### config.mk
export PLATFORM = sky130hd
export DESIGN_NAME = rbus_mb_slot_inserter_flat
export DESIGN_NICKNAME = d
export VERILOG_FILES = /design/src/rtl/rbus_mb_slot_inserter_if.sv /design/src/rtl/rbus_mb_slot_inserter.sv /design/src/flat_wrapper.sv
export SDC_FILE = /design/constraint.sdc
export NUM_CORES = 2
export LEC_CHECK = 0
export CAP_MARGIN = 20
export CORE_MARGIN = 5
export CORE_UTILIZATION = 60
export DETAILED_ROUTE_END_ITERATION = 12
export GPL_TIMING_DRIVEN = 0
export PLACE_DENSITY_LB_ADDON = 0.15
export REMOVE_ABC_BUFFERS = 1
export SYNTH_ARGS = -nofsm -noshare
export SYNTH_HDL_FRONTEND = slang
export SYNTH_SLANG_ARGS = --single-unit
### constraint.sdc
create_clock -name clk -period 11.4 [get_ports clk]
set_input_delay 1.14 -clock clk [delete_from_list [all_inputs] [get_ports clk]]
set_output_delay 1.14 -clock clk [all_outputs]
set_load 0.01 [all_outputs]
### src/rtl/rbus_mb_slot_inserter_if.sv
// Ring tap interface for rbus_mb_slot_inserter.
// Groups, per bus, the ring in/out words, the local TX write port and status.
// The o_ins_cnt lane exists only when RBUS_MB_SLOT_INSERTER_STATS_EN is defined.
interface rbus_mb_slot_inserter_if #(
  parameter int BUS_NUM = 1
);
  logic        i_sof     [BUS_NUM-1:0];
  logic [11:0] i_ctrl    [BUS_NUM-1:0];
  logic [71:0] i_data    [BUS_NUM-1:0];
  logic        o_sof     [BUS_NUM-1:0];
  logic [11:0] o_ctrl    [BUS_NUM-1:0];
  logic [71:0] o_data    [BUS_NUM-1:0];
  logic        i_wr_stb  [BUS_NUM-1:0];
  logic [11:0] i_wr_ctrl [BUS_NUM-1:0];
  logic [71:0] i_wr_data [BUS_NUM-1:0];
  logic        o_wr_rdy  [BUS_NUM-1:0];
  logic        o_err     [BUS_NUM-1:0];
`ifdef RBUS_MB_SLOT_INSERTER_STATS_EN
  logic [15:0] o_ins_cnt [BUS_NUM-1:0];

  modport slave (
    input  i_sof, i_ctrl, i_data, i_wr_stb, i_wr_ctrl, i_wr_data,
    output o_sof, o_ctrl, o_data, o_wr_rdy, o_err, o_ins_cnt
  );

  modport master (
    output i_sof, i_ctrl, i_data, i_wr_stb, i_wr_ctrl, i_wr_data,
    input  o_sof, o_ctrl, o_data, o_wr_rdy, o_err, o_ins_cnt
  );
`else
  modport slave (
    input  i_sof, i_ctrl, i_data, i_wr_stb, i_wr_ctrl, i_wr_data,
    output o_sof, o_ctrl, o_data, o_wr_rdy, o_err
  );

  modport master (
    output i_sof, i_ctrl, i_data, i_wr_stb, i_wr_ctrl, i_wr_data,
    input  o_sof, o_ctrl, o_data, o_wr_rdy, o_err
  );
`endif
endinterface

### src/rtl/rbus_mb_slot_inserter.sv
// rbus_mb_slot_inserter: BUS_NUM independent ring taps. Each tap buffers
// complete frames written locally and drops each into the next free slot
// (header ctrl[11]=0) passing on its ring; everything else passes through
// with one register of latency.
// Optional feature macro: RBUS_MB_SLOT_INSERTER_STATS_EN adds a saturating
// per-bus count of completed insertions on o_ins_cnt.
module rbus_mb_slot_inserter #(
  parameter int BUS_NUM   = 1,
  parameter int FRAME_LEN = 4,
  parameter int FIFO_AW   = 4
) (
  input  logic                   clk,
  input  logic                   rst,
  rbus_mb_slot_inserter_if.slave bus
);

  localparam int                 DEPTH     = 1 << FIFO_AW;
  localparam logic [FIFO_AW:0]   PTR_DEPTH = (FIFO_AW+1)'(DEPTH);
  localparam logic [FIFO_AW:0]   PTR_FLEN  = (FIFO_AW+1)'(FRAME_LEN);
  localparam logic [FIFO_AW:0]   PTR_ONE   = (FIFO_AW+1)'(1);
  localparam logic [FIFO_AW:0]   PTR_ZERO  = (FIFO_AW+1)'(0);
  localparam logic [FIFO_AW-1:0] CNT_LAST  = FIFO_AW'(FRAME_LEN-1);
  localparam logic [FIFO_AW-1:0] CNT_ONE   = FIFO_AW'(1);
  localparam logic [FIFO_AW-1:0] CNT_ZERO  = FIFO_AW'(0);

  typedef enum logic [0:0] {
    ST_PASS   = 1'b0,
    ST_INSERT = 1'b1
  } state_t;

  for (genvar b = 0; b < BUS_NUM; b++) begin : g_bus
    logic [83:0]        r_mem [DEPTH];
    logic [FIFO_AW:0]   r_wr_ptr;
    logic [FIFO_AW:0]   r_rd_ptr;
    logic [FIFO_AW:0]   r_base;
    logic [FIFO_AW:0]   r_frames_rdy;
    logic [FIFO_AW-1:0] r_wcnt;
    logic [FIFO_AW-1:0] r_cnt;
    state_t             r_state;
    logic               r_sof;
    logic [11:0]        r_ctrl;
    logic [71:0]        r_data;
    logic               r_err;
    logic               r_wr_rdy;

    logic               w_wr_acc;
    logic               w_commit;
    logic               w_free_slot;
    logic               w_early_sof;
    logic [FIFO_AW:0]   w_drop_ptr;
    logic [FIFO_AW:0]   w_wr_ptr_nxt;
    logic [FIFO_AW:0]   w_rd_ptr_nxt;
    logic [FIFO_AW:0]   w_base_nxt;
    logic [FIFO_AW:0]   w_start_ptr;
    logic [FIFO_AW:0]   w_emit_ptr;
    logic [FIFO_AW:0]   w_frames_nxt;
    logic [FIFO_AW-1:0] w_cnt_nxt;
    state_t             w_state_nxt;
    logic               w_start;
    logic               w_emit;
    logic               w_emit_hdr;
    logic               w_frame_done;
    logic               w_frame_drop;
    logic [83:0]        w_head;
    logic               w_sof_nxt;
    logic [11:0]        w_ctrl_nxt;
    logic [71:0]        w_data_nxt;

    assign w_wr_acc     = bus.i_wr_stb[b] & r_wr_rdy;
    assign w_commit     = w_wr_acc & (r_wcnt == CNT_LAST);
    assign w_free_slot  = bus.i_sof[b] & ~bus.i_ctrl[b][11];
    assign w_early_sof  = bus.i_sof[b] & (r_cnt != CNT_LAST);
    assign w_drop_ptr   = r_base + PTR_FLEN;
    assign w_wr_ptr_nxt = w_wr_acc ? (r_wr_ptr + PTR_ONE) : r_wr_ptr;
    assign w_head       = r_mem[w_emit_ptr[FIFO_AW-1:0]];

    // Local frame buffer write port; read side is asynchronous
    always_ff @(posedge clk) begin
      if (w_wr_acc) begin
        r_mem[r_wr_ptr[FIFO_AW-1:0]] <= {bus.i_wr_ctrl[b], bus.i_wr_data[b]};
      end
    end

    // Slot FSM next state, read pointer movement and emit selection
    always_comb begin
      w_state_nxt  = r_state;
      w_cnt_nxt    = r_cnt;
      w_base_nxt   = r_base;
      w_rd_ptr_nxt = r_rd_ptr;
      w_start      = 1'b0;
      w_start_ptr  = r_rd_ptr;
      w_emit       = 1'b0;
      w_emit_hdr   = 1'b0;
      w_emit_ptr   = r_rd_ptr;
      w_frame_done = 1'b0;
      w_frame_drop = 1'b0;
      case (r_state)
        ST_PASS: begin
          w_start     = w_free_slot & (r_frames_rdy != PTR_ZERO);
          w_start_ptr = r_rd_ptr;
        end
        ST_INSERT: begin
          if (w_early_sof) begin
            // Slot cut short: discard the rest of this frame; the new
            // header may take the next frame only if one remains queued.
            w_frame_drop = 1'b1;
            w_rd_ptr_nxt = w_drop_ptr;
            w_state_nxt  = ST_PASS;
            w_cnt_nxt    = CNT_ZERO;
            w_start_ptr  = w_drop_ptr;
            w_start      = w_free_slot & (r_frames_rdy > PTR_ONE);
          end else begin
            w_emit       = 1'b1;
            w_emit_ptr   = r_rd_ptr;
            w_rd_ptr_nxt = r_rd_ptr + PTR_ONE;
            if (r_cnt == CNT_LAST) begin
              w_frame_done = 1'b1;
              w_state_nxt  = ST_PASS;
              w_cnt_nxt    = CNT_ZERO;
            end else begin
              w_cnt_nxt    = r_cnt + CNT_ONE;
            end
          end
        end
        default: begin
          w_state_nxt = ST_PASS;
          w_cnt_nxt   = CNT_ZERO;
        end
      endcase
      // Header word (cnt=0) is emitted in the cycle the free slot arrives
      if (w_start) begin
        w_emit       = 1'b1;
        w_emit_hdr   = 1'b1;
        w_emit_ptr   = w_start_ptr;
        w_base_nxt   = w_start_ptr;
        w_rd_ptr_nxt = w_start_ptr + PTR_ONE;
        w_cnt_nxt    = CNT_ONE;
        w_state_nxt  = ST_INSERT;
      end else begin
        w_emit_hdr   = 1'b0;
      end
    end

    // Ring output word select: FIFO head while inserting, else the ring input
    always_comb begin
      w_sof_nxt  = bus.i_sof[b];
      w_ctrl_nxt = bus.i_ctrl[b];
      w_data_nxt = bus.i_data[b];
      if (w_emit) begin
        w_sof_nxt  = w_emit_hdr;
        w_ctrl_nxt = w_head[83:72] | (w_emit_hdr ? 12'h800 : 12'h000);
        w_data_nxt = w_head[71:0];
      end else begin
        w_sof_nxt  = bus.i_sof[b];
      end
    end

    // Committed-frame count: one up per commit, one down per finished or dropped frame
    always_comb begin
      w_frames_nxt = r_frames_rdy;
      if (w_commit && !(w_frame_done || w_frame_drop)) begin
        w_frames_nxt = r_frames_rdy + PTR_ONE;
      end else if (!w_commit && (w_frame_done || w_frame_drop)) begin
        w_frames_nxt = r_frames_rdy - PTR_ONE;
      end else begin
        w_frames_nxt = r_frames_rdy;
      end
    end

    // State, pointers, counters and registered outputs
    always_ff @(posedge clk) begin
      if (!rst) begin
        r_state      <= ST_PASS;
        r_cnt        <= CNT_ZERO;
        r_wcnt       <= CNT_ZERO;
        r_wr_ptr     <= PTR_ZERO;
        r_rd_ptr     <= PTR_ZERO;
        r_base       <= PTR_ZERO;
        r_frames_rdy <= PTR_ZERO;
        r_sof        <= 1'b0;
        r_ctrl       <= 12'h000;
        r_data       <= 72'h0;
        r_err        <= 1'b0;
        r_wr_rdy     <= 1'b0;
      end else begin
        r_state      <= w_state_nxt;
        r_cnt        <= w_cnt_nxt;
        r_base       <= w_base_nxt;
        r_rd_ptr     <= w_rd_ptr_nxt;
        r_wr_ptr     <= w_wr_ptr_nxt;
        r_frames_rdy <= w_frames_nxt;
        if (w_wr_acc) begin
          r_wcnt <= (r_wcnt == CNT_LAST) ? CNT_ZERO : (r_wcnt + CNT_ONE);
        end
        r_sof        <= w_sof_nxt;
        r_ctrl       <= w_ctrl_nxt;
        r_data       <= w_data_nxt;
        r_err        <= r_err | w_frame_drop;
        r_wr_rdy     <= (w_wr_ptr_nxt - w_rd_ptr_nxt) != PTR_DEPTH;
      end
    end

    assign bus.o_sof[b]    = r_sof;
    assign bus.o_ctrl[b]   = r_ctrl;
    assign bus.o_data[b]   = r_data;
    assign bus.o_err[b]    = r_err;
    assign bus.o_wr_rdy[b] = r_wr_rdy;

`ifdef RBUS_MB_SLOT_INSERTER_STATS_EN
    logic [15:0] r_ins_cnt;

    // Saturating count of insertions that ran to the last word
    always_ff @(posedge clk) begin
      if (!rst) begin
        r_ins_cnt <= 16'h0000;
      end else if (w_frame_done && (r_ins_cnt != 16'hFFFF)) begin
        r_ins_cnt <= r_ins_cnt + 16'h0001;
      end
    end

    assign bus.o_ins_cnt[b] = r_ins_cnt;
`endif
  end

endmodule

### src/flat_wrapper.sv
// flat-port wrapper written by rule: the top's interface ports become plain ports
module rbus_mb_slot_inserter_flat 
#(
  parameter int BUS_NUM   = 1,
  parameter int FRAME_LEN = 4,
  parameter int FIFO_AW   = 4
)
  (clk, rst, bus_i_sof, bus_i_ctrl, bus_i_data, bus_i_wr_stb, bus_i_wr_ctrl, bus_i_wr_data, bus_o_sof, bus_o_ctrl, bus_o_data, bus_o_wr_rdy, bus_o_err);
  rbus_mb_slot_inserter_if #(.BUS_NUM(BUS_NUM)) bus_i ();
  input  logic clk;
  input  logic rst;
  input wire logic [$bits(bus_i.i_sof)-1:0] bus_i_sof;
  input wire logic [$bits(bus_i.i_ctrl)-1:0] bus_i_ctrl;
  input wire logic [$bits(bus_i.i_data)-1:0] bus_i_data;
  input wire logic [$bits(bus_i.i_wr_stb)-1:0] bus_i_wr_stb;
  input wire logic [$bits(bus_i.i_wr_ctrl)-1:0] bus_i_wr_ctrl;
  input wire logic [$bits(bus_i.i_wr_data)-1:0] bus_i_wr_data;
  output wire logic [$bits(bus_i.o_sof)-1:0] bus_o_sof;
  output wire logic [$bits(bus_i.o_ctrl)-1:0] bus_o_ctrl;
  output wire logic [$bits(bus_i.o_data)-1:0] bus_o_data;
  output wire logic [$bits(bus_i.o_wr_rdy)-1:0] bus_o_wr_rdy;
  output wire logic [$bits(bus_i.o_err)-1:0] bus_o_err;
  assign bus_i.i_sof = {>>{bus_i_sof}};
  assign bus_i.i_ctrl = {>>{bus_i_ctrl}};
  assign bus_i.i_data = {>>{bus_i_data}};
  assign bus_i.i_wr_stb = {>>{bus_i_wr_stb}};
  assign bus_i.i_wr_ctrl = {>>{bus_i_wr_ctrl}};
  assign bus_i.i_wr_data = {>>{bus_i_wr_data}};
  assign bus_o_sof = {>>{bus_i.o_sof}};
  assign bus_o_ctrl = {>>{bus_i.o_ctrl}};
  assign bus_o_data = {>>{bus_i.o_data}};
  assign bus_o_wr_rdy = {>>{bus_i.o_wr_rdy}};
  assign bus_o_err = {>>{bus_i.o_err}};
  rbus_mb_slot_inserter #(.BUS_NUM(BUS_NUM), .FRAME_LEN(FRAME_LEN), .FIFO_AW(FIFO_AW)) u_core (.clk(clk), .rst(rst), .bus(bus_i));
endmodule
# == Word level (Yosys, flattened, before mapping) ==
# Memories as Yosys holds them, arrays and structs flattened.
# Cells that the tools add are included.
# W data, S select, Z words.
# op_classes
order_cmp,1
add_sub_neg,9
reduce_logical,9
n_bitwise,11
n_eq_ne,4
n_mux,35
# op_table
operator,count
$mux W72,1
$mux W5,7
$mux W12,2
$add A5 B1 Y5 const B,4
$mux W1,19
$mux W4,4
$or A12 B12 Y12,1
$pmux W5 S2,1
$add A4 B1 Y4 const B,2
$eq A4 B2 Y1 const B,2
$and A1 B1 Y1,6
$add A5 B3 Y5 const B,1
$gt A5 B1 Y1 const B,1
$ne A5 B5 Y1 const B,1
$reduce_bool A5 Y1,1
$sub A5 B1 Y5 const B,1
$sub A5 B5 Y5,1
$ne A4 B2 Y1 const B,1
$reduce_bool A2 Y1,2
$not A1 Y1,3
$logic_and A1 B1 Y1,2
$logic_not A1 Y1,2
$pmux W1 S2,1
$reduce_or A2 Y1,1
other kinds (2),2
# word_totals
wordCells,83
mem_bits_rw,1344
mem_count,1
regBits,116
out_inout_bits,87
# memory_table
memory,depth,word_bits,rd,rd_ports_with_merged_regs,write_ports,line,rtl
u_core.g_bus[0].r_mem,16,84,1,0,1,rbus_mb_slot_inserter.sv:32,logic [83:0] r_mem [DEPTH];

# == Longest topological paths before layout ==
# logic_depth
depth_word,9
depth_mapped,17
depth_no_buf,16

# == Worst setup path after synthesis ==
# Ideal clock, no wire load.
# synth_timing
kind,in2reg
startpoint,in bus_i_wr_stb
endpoint,"mem u_core.g_bus[0].r_mem[7][0], enable pin"
setup_ns,0.647
n_path_buf,1
stages,4
arrival_ns,7.896
setup_slack_ns,2.857
cell_sequence,and2_1 -> clkbuf_1 -> nand2_1 -> nor3b_1
# synth_via
elab_chain_cells,3
# synth_lines
element,line,rtl
"start, declared",flat_wrapper.sv:15,input wire logic [$bits(bus_i.i_wr_stb)-1:0] bus_i_wr_stb;
$and A1 B1 Y1,rbus_mb_slot_inserter.sv:69,assign w_wr_acc = bus.i_wr_stb[b] & r_wr_rdy;
$mux W1,rbus_mb_slot_inserter.sv:79,if (w_wr_acc) begin
$mux W1 (not written as such),rbus_mb_slot_inserter.sv:80,"r_mem[r_wr_ptr[FIFO_AW-1:0]] <= {bus.i_wr_ctrl[b], bus.i_wr_data[b]};"
"end, declared",rbus_mb_slot_inserter.sv:32,
# Every way passes these cells.

# == Worst setup path in the final report ==
# layout_timing
startpoint,in bus_i_sof
endpoint,"reg u_core.g_bus[0].r_ctrl[11], in the netlist u_core.bus.o_ctrl[11]"
# layout_via
elab_chain_cells,8
word_cells_on_any_way,17
# layout_lines
element,line,rtl
"start, declared",flat_wrapper.sv:12,input wire logic [$bits(bus_i.i_sof)-1:0] bus_i_sof;
$and A1 B1 Y1,rbus_mb_slot_inserter.sv:71,assign w_free_slot = bus.i_sof[b] & ~bus.i_ctrl[b][11];
$and A1 B1 Y1,rbus_mb_slot_inserter.sv:111,w_start = w_free_slot & (r_frames_rdy > PTR_ONE);
$mux W1,rbus_mb_slot_inserter.sv:103,if (w_early_sof) begin
$pmux W1 S2,rbus_mb_slot_inserter.sv:97,case (r_state)
$mux W4 / $mux W1 (equally long branches),rbus_mb_slot_inserter.sv:131,if (w_start) begin
$mem_v2 Z16 W84 / $mux W12 (equally long branches),--,
$or A12 B12 Y12,rbus_mb_slot_inserter.sv:151,w_ctrl_nxt = w_head[83:72] | (w_emit_hdr ? 12'h800 : 12'h000);
$mux W12 (*),rbus_mb_slot_inserter.sv:149,if (w_emit) begin
"end signal, assigned",rbus_mb_slot_inserter.sv:196,r_ctrl <= w_ctrl_nxt;
"end, declared",rbus_mb_slot_inserter.sv:41,logic [11:0] r_ctrl;
# Every way passes the cells marked *; elsewhere a longest branch is shown, timed or not.
# A chain may end at the register's enable or synchronous reset.

==> flow_metrics.py <==
metrics = {
    "clocking": {
        "cts_inserted_buffers": 150,
        "cts.sinks": 1460,
        "ctsHtreeMaxLevel": 4,
        "postCtsSetupBuffers": 0,
        "clk_pin_slew_ns": 0.06,
        "clock_path_buffers": 3,
        "cts_hold_buffers": 0,
        "worstSkewPairLatency_ns": 0.76,
        "root_buffer": "clkbuf_16",
        "tritoncts": "built",
        "post_cts_resized": 0,
    },
    "power": {
        "internal_power_uw": 8980,
        "p_comb_share_pct": 6.9,
        "pwr_density_cell_nw_per_um2": 154,
        "seq_power_share_pct": 51.8,
        "p_leak_uw": 0.0242,
        "pwr-share-clk_pct": 41.3,
        "swShare_pct": 21.7,
        "p_switching_uw": 2480,
        "ir_drop_v": 0.000116,
    },
    "finish": {
        "areaGrowthSynthToFinish_pct": 17.8,
        "n_fill_cell": 6638,
        "nets": 4767,
        "drive_gt1_share_pct": 13.0,
        "fin_util_pct": 71.0,
        "finalNonFillerCells": 6103,
    },
    "run_status": {
        "outcome": "finished clean",
    },
    "placement": {
        "place_congestion": 0.774,
        "dpl.hpwl_um": 104000,
        "portBuffers": 258,
        "pre_cts_ws_ns": 4.85,
        "place_inst": 5814,
    },
    "worst_setup_path": {
        "start_kind": "input port",
        "critPathKind": "input port to flip-flop",
        "rrSetupSlack_ns": 5.92,
        "rr_startpoint": "u_core.g_bus[0].r_frames_rdy[1]",
        "required_ns": 11.98,
        "r2r-end": "u_core.bus.o_ctrl[11]",
        "arrival_ns": 6.69,
        "end_kind": "flip-flop",
        "r2r_cells": 11,
        "cp_max_fo": 87,
    },
    "global_routing": {
        "grt_use_total_pct": 30.9,
        "grt_pass1_vias": 42589,
        "grt_overflow": 0,
        "grt_max_degree": 97,
        "grt_antenna_before_repair": 10,
        "grt_pass1_wl_um": 265000,
    },
    "synthesis": {
        "synth_ff_type": "edfxtp_1",
        "synth_top_area_share_pct": 63.8,
        "async_flop_share_pct": 0,
        "yosys_warnings": 0,
        "yosysMostFrequentCell": "edfxtp_1",
        "post_synth.cell_area_avg_sq_um": 14.3,
        "synth_edf_count": 1344,
        "synthTopCellsByArea": "edfxtp_1 (64%), dfxtp_1 (3.7%), a211oi_1 (3.0%)",
        "syn_inst": 4426,
        "ys_types": 77,
        "ys_ff_latch": 1460,
        "yosysSeqAreaShare_pct": 67.5,
        "yosys.area.top_type": "edfxtp_1",
        "syn_area_sq_um": 63300,
        "synth_commonest_cells": "edfxtp_1 (1344), clkbuf_1 (274), a211oi_1 (254)",
    },
    "sta": {
        "finClkSkew_ns": 0.0234,
        "min_period_over_period_pct": 53.6,
        "setup_slack_ns": 5.29,
        "rsz0062_at_grt": "no",
        "setup_tns_ns": 0,
        "worst_slew_pin_slew_ns": 1.12,
        "finalCriticalPeriod_ns": 6.11,
        "clock.fmax_mhz": 164,
        "slew_viol_final": 0,
        "setup_viol": 0,
        "slew-limit-headroom_pct": 25.2,
        "hold_viol": 0,
    },
    "hold_path": {
        "hp-class": "flip-flop to flip-flop",
        "min_to": "u_core.bus.o_err",
        "min_from": "u_core.bus.o_err",
        "min_delay_path_depth": 2,
    },
    "floorplan": {
        "core_area_sq_um": 105000,
        "die_x_um": 335,
        "num_rows": 119,
        "design.die.area_sq_um": 112000,
        "die_h_um": 335,
        "ioPinCount": 259,
        "initial_utilization_pct": 60.3,
    },
    "routing": {
        "first_pass_iters": 5,
        "drcViolationCount": 0,
        "wirelength_um": 178000,
        "viasPerCell": 7.02,
        "routed-via-count": 42815,
        "drt-wirelength-per-cell_um": 29.1,
        "drt_iter0_markers": 5085,
        "drtAntennaViolNets": 0,
    },
    "job": {
        "max_cap_violations": 0,
    },
}
[placed cells by master (no fill, tap or decap), drive strengths merged, types with 92 or more instances in the layout]
master,synthesis,final
a211oi,255,255
a21oi,188,188
buf,164,180
clkbuf,275,219
clkdlybuf4s50,0,257
dfxtp,116,116
edfxtp,1344,1344
mux2i,169,169
nand2,194,194
nand2b,174,174
nand3,92,92
nor3b,170,170
o211ai,172,172
o21ai,186,186
[metal layers]
metal / vias up / GRT usage, % / share of wire, %
li1: 18247 / - / -
met5: - / 0 / 0.0090
met3: 441 / 6.48 / 10
met2: 2407 / 49.3 / 47
met1: 21718 / 42.2 / 38
met4: 2 / 12.5 / 3.9
[registers in the layout, summed over array words and instances (netlist names)]
name                       cells
u_core.bus.o_ctrl             12
u_core.g_bus.r_base            5
u_core.bus.o_err               1
u_core.g_bus.r_frames_rdy      5
u_core.bus.o_data             72
u_core.g_bus.r_state           1
u_core.bus.o_sof               1
u_core.g_bus.r_wr_ptr          5
u_core.g_bus.r_rd_ptr          5
u_core.g_bus.r_wcnt            4
u_core.bus.o_wr_rdy            1
u_core.g_bus.r_cnt             4
u_core.g_bus.r_mem          1344
[cell type report]
cell class | count | area [sq um] | area share, %
inverter | 9 | 33.8 | 0.0453
sequential | 1460 | 42700 | 57.3
tap | 1391 | 1740 | 2.33
multi-input combinational | 2518 | 18900 | 25.3
clock buffer | 219 | 4320 | 5.79
clock inverter | 60 | 447 | 0.599
timing repair buffer | 437 | 6400 | 8.59
antenna | 9 | 22.5 | 0.0302
[stage by stage]
step | cell area [sq um] | total power, uW | hold WS [ns]
floorplan | 61400 | 6450 | 0.454
global placement | 65700 | 6860 | 0.457
detailed placement | 69700 | 6830 | 0.474
CTS | 74500 | 11500 | 0.487
global route | 74500 | 11800 | 0.521
finish | 74500 | 11500 | 0.475
[critical path, cell delays in order]
cell	delay, ns
clkdlybuf4s50_1	0.86
nand2b_1	0.25
a211oi_4	0.96
or3_4	0.68
buf_16	0.34
buf_16	0.34
buf_16	0.29
nand2_8	0.56
a21o_1	0.38
a31o_1	0.18
a211oi_1	0.50
[logic make-up after synthesis]
family | count (synthesis) | synth area share [%]
xor+xnor | 22 | 0.305
fa+ha+maj | 19 | 0.376
buf+inv | 448 | 3.07
mux | 252 | 4.15
simple gates | 724 | 6.51
compound gates | 1501 | 18.1
flops | 1460 | 67.5
[worst max path at each step]
stage,slack (ns),endpoint,from,depth (start not counted)
after floorplan,-10.35,u_core.bus.o_ctrl[11],bus_i_ctrl[11],7
after global placement,-43.12,u_core.bus.o_data[16],u_core.g_bus[0].r_rd_ptr[2],5
after detailed placement,4.85,u_core.bus.o_ctrl[11],bus_i_sof,11
after CTS,5.61,u_core.bus.o_ctrl[11],bus_i_sof,11
after global routing,5.20,u_core.bus.o_ctrl[11],bus_i_sof,11
final,5.29,u_core.bus.o_ctrl[11],bus_i_sof,11
[power groups by stage]
stage               combinational [uW]  clock (uW)  sequential [uW]
finish                             791        4730             5940
global route                       836        5020             5940
CTS                                783        4790             5940
detailed placement                 777           0             6050
global placement                   794           0             6070
floorplan                          382           0             6060
Power figures use the tool's default switching activity.
